--- src/rtl/jac1_pkg.sv ---
// Shared types and constants for the program loader.
package jac1_pkg;

  typedef enum logic [2:0] {
    S_IDLE,
    S_COUNT,
    S_HI,
    S_LO,
    S_CHECK,
    S_DONE,
    S_ERR
  } state_t;

  localparam logic [7:0] SYNC_BYTE       = 8'hA5;
  // A length byte of 0 stands for a full 256-word frame.
  localparam int         FRAME_MAX_WORDS = 256;

endpackage

--- src/rtl/loader_word_asm.sv ---
// Joins hi/lo bytes into an instruction word and drives the registered write port.
module loader_word_asm #(
  parameter int DataWidth = 8,
  parameter int PC_WIDTH  = 8,
  parameter int IRWidth   = 16
) (
  input  logic                 clk,
  input  logic                 res_n,
  input  logic [DataWidth-1:0] byte_in,
  input  logic                 hi_we,
  input  logic                 lo_we,
  input  logic [PC_WIDTH-1:0]  addr,
  output logic                 mem_wr_en,
  output logic [PC_WIDTH-1:0]  mem_wr_addr,
  output logic [IRWidth-1:0]   mem_wr_data
);

  logic [DataWidth-1:0] hi;

  // Address/data hold their last value between strobes.
  always_ff @(posedge clk) begin
    if (!res_n) begin
      hi          <= '0;
      mem_wr_en   <= 1'b0;
      mem_wr_addr <= '0;
      mem_wr_data <= '0;
    end else begin
      mem_wr_en <= lo_we;
      if (hi_we) hi <= byte_in;
      if (lo_we) begin
        mem_wr_addr <= addr;
        mem_wr_data <= {hi, byte_in};
      end
    end
  end

endmodule

--- src/rtl/prog_loader.sv ---
// Frame parser that fills program memory from a byte stream and gates CPU reset.
module prog_loader
  import jac1_pkg::*;
#(
  parameter int                   DataWidth = 8,
  parameter int                   PC_WIDTH  = 8,
  parameter int                   IRWidth   = 2 * DataWidth,
  parameter logic [DataWidth-1:0] SYNC_BYTE = DataWidth'(jac1_pkg::SYNC_BYTE)
) (
  input  logic                 clk,
  input  logic                 res_n,
  input  logic [DataWidth-1:0] rx_data,
  input  logic                 rx_valid,
  output logic                 rx_ready,
  output logic                 mem_wr_en,
  output logic [PC_WIDTH-1:0]  mem_wr_addr,
  output logic [IRWidth-1:0]   mem_wr_data,
  output logic                 cpu_hold_n,
  output logic                 load_done,
  output logic                 load_err
);

  localparam int CW = $clog2(FRAME_MAX_WORDS) + 1;

  state_t               state;
  logic [CW-1:0]        wcnt;
  logic [PC_WIDTH-1:0]  addr;
  logic [DataWidth-1:0] csum;
  logic                 acc;

  assign rx_ready = 1'b1;
  assign acc      = rx_valid && rx_ready;

  always_ff @(posedge clk) begin
    if (!res_n) begin
      state      <= S_IDLE;
      wcnt       <= '0;
      addr       <= '0;
      csum       <= '0;
      cpu_hold_n <= 1'b0;
      load_done  <= 1'b0;
      load_err   <= 1'b0;
    end else if (acc) begin
      case (state)
        S_IDLE, S_DONE, S_ERR: begin
          if (rx_data == SYNC_BYTE) begin
            state      <= S_COUNT;
            csum       <= '0;
            addr       <= '0;
            cpu_hold_n <= 1'b0;
            load_done  <= 1'b0;
            load_err   <= 1'b0;
          end
        end
        S_COUNT: begin
          wcnt  <= (rx_data == '0) ? CW'(FRAME_MAX_WORDS) : CW'(rx_data);
          csum  <= rx_data;
          state <= S_HI;
        end
        S_HI: begin
          csum  <= csum + rx_data;
          state <= S_LO;
        end
        S_LO: begin
          csum  <= csum + rx_data;
          addr  <= addr + 1'b1;
          wcnt  <= wcnt - 1'b1;
          state <= (wcnt == CW'(1)) ? S_CHECK : S_HI;
        end
        S_CHECK: begin
          // Sum over N, payload and CK must vanish modulo 256.
          if (DataWidth'(csum + rx_data) == '0) begin
            state      <= S_DONE;
            cpu_hold_n <= 1'b1;
            load_done  <= 1'b1;
          end else begin
            state    <= S_ERR;
            load_err <= 1'b1;
          end
        end
        default: state <= S_IDLE;
      endcase
    end
  end

  loader_word_asm #(
    .DataWidth(DataWidth),
    .PC_WIDTH (PC_WIDTH),
    .IRWidth  (IRWidth)
  ) u_word_asm (
    .clk        (clk),
    .res_n      (res_n),
    .byte_in    (rx_data),
    .hi_we      (acc && state == S_HI),
    .lo_we      (acc && state == S_LO),
    .addr       (addr),
    .mem_wr_en  (mem_wr_en),
    .mem_wr_addr(mem_wr_addr),
    .mem_wr_data(mem_wr_data)
  );

endmodule

--- config.mk ---
export PLATFORM = sky130hd
export DESIGN_NAME = prog_loader
export DESIGN_NICKNAME = d
export VERILOG_FILES = /design/src/rtl/jac1_pkg.sv /design/src/rtl/loader_word_asm.sv /design/src/rtl/prog_loader.sv
export SDC_FILE = /design/constraint.sdc
export NUM_CORES = 1
export LEC_CHECK = 0
export CAP_MARGIN = 0
export CELL_PAD_IN_SITES_DETAIL_PLACEMENT = 1
export CELL_PAD_IN_SITES_GLOBAL_PLACEMENT = 1
export CORE_MARGIN = 4
export CORE_UTILIZATION = 38
export CTS_CLUSTER_SIZE = 12
export DETAILED_ROUTE_END_ITERATION = 8
export PLACE_DENSITY = 0.81
export SKIP_LAST_GASP = 1
export SYNTH_ARGS = -nofsm -noshare
export SYNTH_HDL_FRONTEND = slang
export SYNTH_SLANG_ARGS = --single-unit
--- constraint.sdc ---
create_clock -name clk -period 2.3 [get_ports clk]
set_clock_uncertainty 0.05 [all_clocks]
set_input_delay 0.575 -clock clk [delete_from_list [all_inputs] [get_ports clk]]
set_output_delay 0.575 -clock clk [all_outputs]
set_load 0.01 [all_outputs]
==> flow_summary.ini, run 1 <==
[run_status]
status = finished clean

[sta]
drv_slew = 0
rsz0062_at_grt = true
setup_viol = 0
worst_slack_ns = 0.07452
hold_viol = 0
fin_crit_ns = 2.225
tightestPinTransition_ns = 0.5333
holdWs_ns = 0.4156
fmax_ghz = 0.4493
relSlewSlack_pct = 64.12
finalCritPeriodShare_pct = 96.76

[cts]
cts_sinks = 63
cts.path.max_buffers = 2
clk_pin_slew_worst_paths_ns = 0.07
cts-root-buf = clkbuf_8
cts_tree = built
htree_levels = 3
cts-hold-fix-buffers = 0
clk_latency_ns = 0.35
cts_buffers = 9

[global_route]
grt_first_pass_wirelength_um = 17020
overflow = 0
grt_max_degree = 25
antenna_found_initial = 0
grt_usage_pct = 21.31
grt_pass1_vias = 3394

[place]
place.gp.congestion = 0.8777
placed_cells = 544
pre_cts_ws_ns = -0.6536
hpwl_um = 7131
place_area_um2 = 3968
portBuffers = 38

[final_layout]
fin_nets = 474
drive_gt1_share_pct = 18.38
area_growth_pct = 33.28
fillers = 998
fin_area_um2 = 4339
layoutNonFillerInstCount = 562
n_antenna_cell = 0

[pwr]
sw_frac_of_total_pct = 26.39
pwr-share-comb_pct = 13.5
intPower_mw = 1.915
power_frac_clock_pct = 43.0
peakVddDrop_v = 0.0002718
switching_power_mw = 0.6867
powerDensity_nw_per_um2 = 599.6
p_leak_nw = 1.605
finalPower_mw = 2.602
seq_power_share_pct = 43.4

[synthesis]
netlist_area_um2 = 3256
synth.avg_cell_area_um2 = 8.434
yosysWarnings = 0
synth_top_area_share_pct = 38.74
synthXorXnorAreaFrac_pct = 4.304
synth_edf_count = 0
synth.distinct_cells = 56
synth_top_family_by_area = simple AND/OR/NAND/NOR gates
synth_fa_ha_area_share_pct = 4.766
synth_largest_area_cell = dfxtp_1
async_flop_share_pct = 0
muxShareOfSynthArea_pct = 3.689
ys_ff_latch = 63
synth_fp_nets = 408
synthTopCellsByArea = dfxtp_1 39%, nand2_1 8.9%, a21boi_0 6.0%
ys.flop_type = dfxtp_1
synth-simple-area-share_pct = 23.90
syn-instance-count = 386
synth_compound_area_share_pct = 20.06
seq_area_frac_synth_pct = 38.74

[routing]
drtIter0Drc = 143
dr.pass1.iters = 5
vias = 3100
postRouteAntennaNets = 0
via_per_inst = 5.516
drc = 0
wl_per_cell_um = 18.24
wl_um = 10250

[setup_path]
cp-endpoint = load_err
critical_path.startpoint = rx_data[0]
reg2reg_depth = 9
crit_required_ns = 2.49
reg2reg_to = load_err
cp_cell_sequence = clkdlybuf4s15_1, ha_2, buf_4, a211oi_4, o31ai_4, xor2_2, nor4_2, nand3_2, a32o_1
worstSetupPathType = in -> reg
cp.arrival_ns = 2.42
critPathSlowestCell = nor4_2
start_kind = primary input
cp-end-kind = flip-flop
cp_max_fo = 4
r2r_setup_slack_ns = 0.21
critPathMaxStageDelay_ns = 0.31
reg2reg_from = csum[0]

[floorplan]
io_pins = 40
die_w_um = 100.6
core-area_um2 = 8258
die_area_um2 = 10110
initial_core_util_pct = 39.42
die_y_um = 100.6
row_count = 33

[worst_hold_path]
min_path_type = reg -> reg

[job]
cap_violations = 0
-- layer usage --
layer	wire length [µm]	vias to the layer above	share of wire, %	global-route usage [%]
met2	5208	76	51	36.80
met3	423	19	4.1	4.152
met1	4397	1543	43	26.40
li1	-	1462	-	-
met4	223	0	2.2	7.461
met5	0	-	0	0
-- through the flow --
step           setup TNS, ns  utilization, %
2_1_floorplan              0               -
3_3_place_gp          -6.007           48.05
3_5_place_dp          -7.017           48.05
4_1_cts                    0           51.89
5_1_grt             -0.06425           52.55
6_report                   0           52.55
-- cells by family (layout without fill, tap and decap cells) --
kind of cell | Yosys count | after routing
and+or+nand+nor | 159 | 159
AOI/OAI and AO/OA | 92 | 92
DFF | 63 | 63
buffers and inverters | 31 | 102
xor gates and xnor gates | 16 | 16
adders and majority gates | 12 | 12
muxes | 12 | 12
other | 1 | 1
-- repair_timing --
item / CTS / global route
pin swaps: 7 / 6
gates resized for setup: 19 / 7
setup buffers: 2 / 0
cloned: 0 / 0
endpoints found under the setup margin: 9 / 12
-- Yosys cell counts, drive strengths merged (2+ instances only) --
cell	count
a21oi	17
a32o	4
inv	7
nand2b	4
mux2i	12
xor2	13
and2	5
a31oi	4
a21boi	27
nor3b	2
nor2b	19
a22oi	6
xnor2	3
a211oi	2
dfxtp	63
nor4	5
ha	10
buf	16
nand2	77
and4	3
a21o	3
nand3	7
o22ai	2
nand4	3
nor2	26
clkbuf	8
o21ai	14
o221ai	2
o31ai	2
o211ai	2
and3	4
-- power by group through the flow --
stage / combinational, mW / sequential, mW / clock [mW]
after floorplan: 0.182 / 1.14 / 0
after global placement: 0.299 / 1.15 / 0
after detailed placement: 0.313 / 1.15 / 0
after CTS: 0.338 / 1.13 / 1.14
after global routing: 0.384 / 1.13 / 1.19
final: 0.352 / 1.13 / 1.12
-- state kept, by name, indices dropped and copies added, names as in the netlist --
signal                  flops
load_done                   1
u_word_asm.mem_wr_en        1
csum                        8
u_word_asm.hi               8
wcnt                        9
u_word_asm.mem_wr_addr      8
u_word_asm.mem_wr_data     16
load_err                    1
state                       3
addr                        8
-- how the worst min path moves through the flow --
stage,from,endpoint,cells past startpoint
5_1_grt,u_word_asm.mem_wr_data[3],u_word_asm.mem_wr_data[3],2
4_1_cts,u_word_asm.mem_wr_data[3],u_word_asm.mem_wr_data[3],2
3_5_place_dp,u_word_asm.mem_wr_data[3],u_word_asm.mem_wr_data[3],2
3_3_place_gp,u_word_asm.mem_wr_data[7],u_word_asm.mem_wr_data[7],2
6_report,u_word_asm.mem_wr_data[3],u_word_asm.mem_wr_data[3],2
2_1_floorplan,u_word_asm.hi[7],u_word_asm.mem_wr_data[15],2
-- critical path: cells and delay by family --
family          cells  cell delay, ns
xor+xnor            1            0.17
fa+ha+maj           1            0.20
simple gates        2            0.46
buf+inv             2            0.35
compound gates      3            0.66
-- cells in the final DEF, fill, tap and decap left out, drive strengths merged, types with 5 or more instances in the layout --
cell / instances
nor2b: 19
ha: 10
dfxtp: 63
o21ai: 14
nand2: 77
nor2: 26
clkdlybuf4s50: 32
a21oi: 17
a22oi: 6
and2: 5
xor2: 13
mux2i: 12
nand3: 7
nor4: 5
clkbuf: 10
a21boi: 27
inv: 8
buf: 41
-- cell type report --
class	instances	area (µm²)	area share, %
Clock buffer	10	137.6	3.172
Clock inverter	6	92.59	2.134
Inverter	7	26.28	0.6055
Multi-Input combinational cell	292	1976	45.53
Sequential cell	63	1261	29.07
Tap cell	105	131.4	3.028
Timing Repair Buffer	79	714.4	16.46
Power figures use the tool's default switching activity.
==> run 2: changes to the inputs <==
--- a/config.mk
+++ b/config.mk
@@ -14,6 +14,7 @@
 export DETAILED_ROUTE_END_ITERATION = 8
 export PLACE_DENSITY = 0.81
 export SKIP_LAST_GASP = 1
+export SLEW_MARGIN = 20
 export SYNTH_ARGS = -nofsm -noshare
 export SYNTH_HDL_FRONTEND = slang
 export SYNTH_SLANG_ARGS = --single-unit
==> results of run 2 <==
Same layout as run 1: the final DEF is identical, and so are final timing and power.
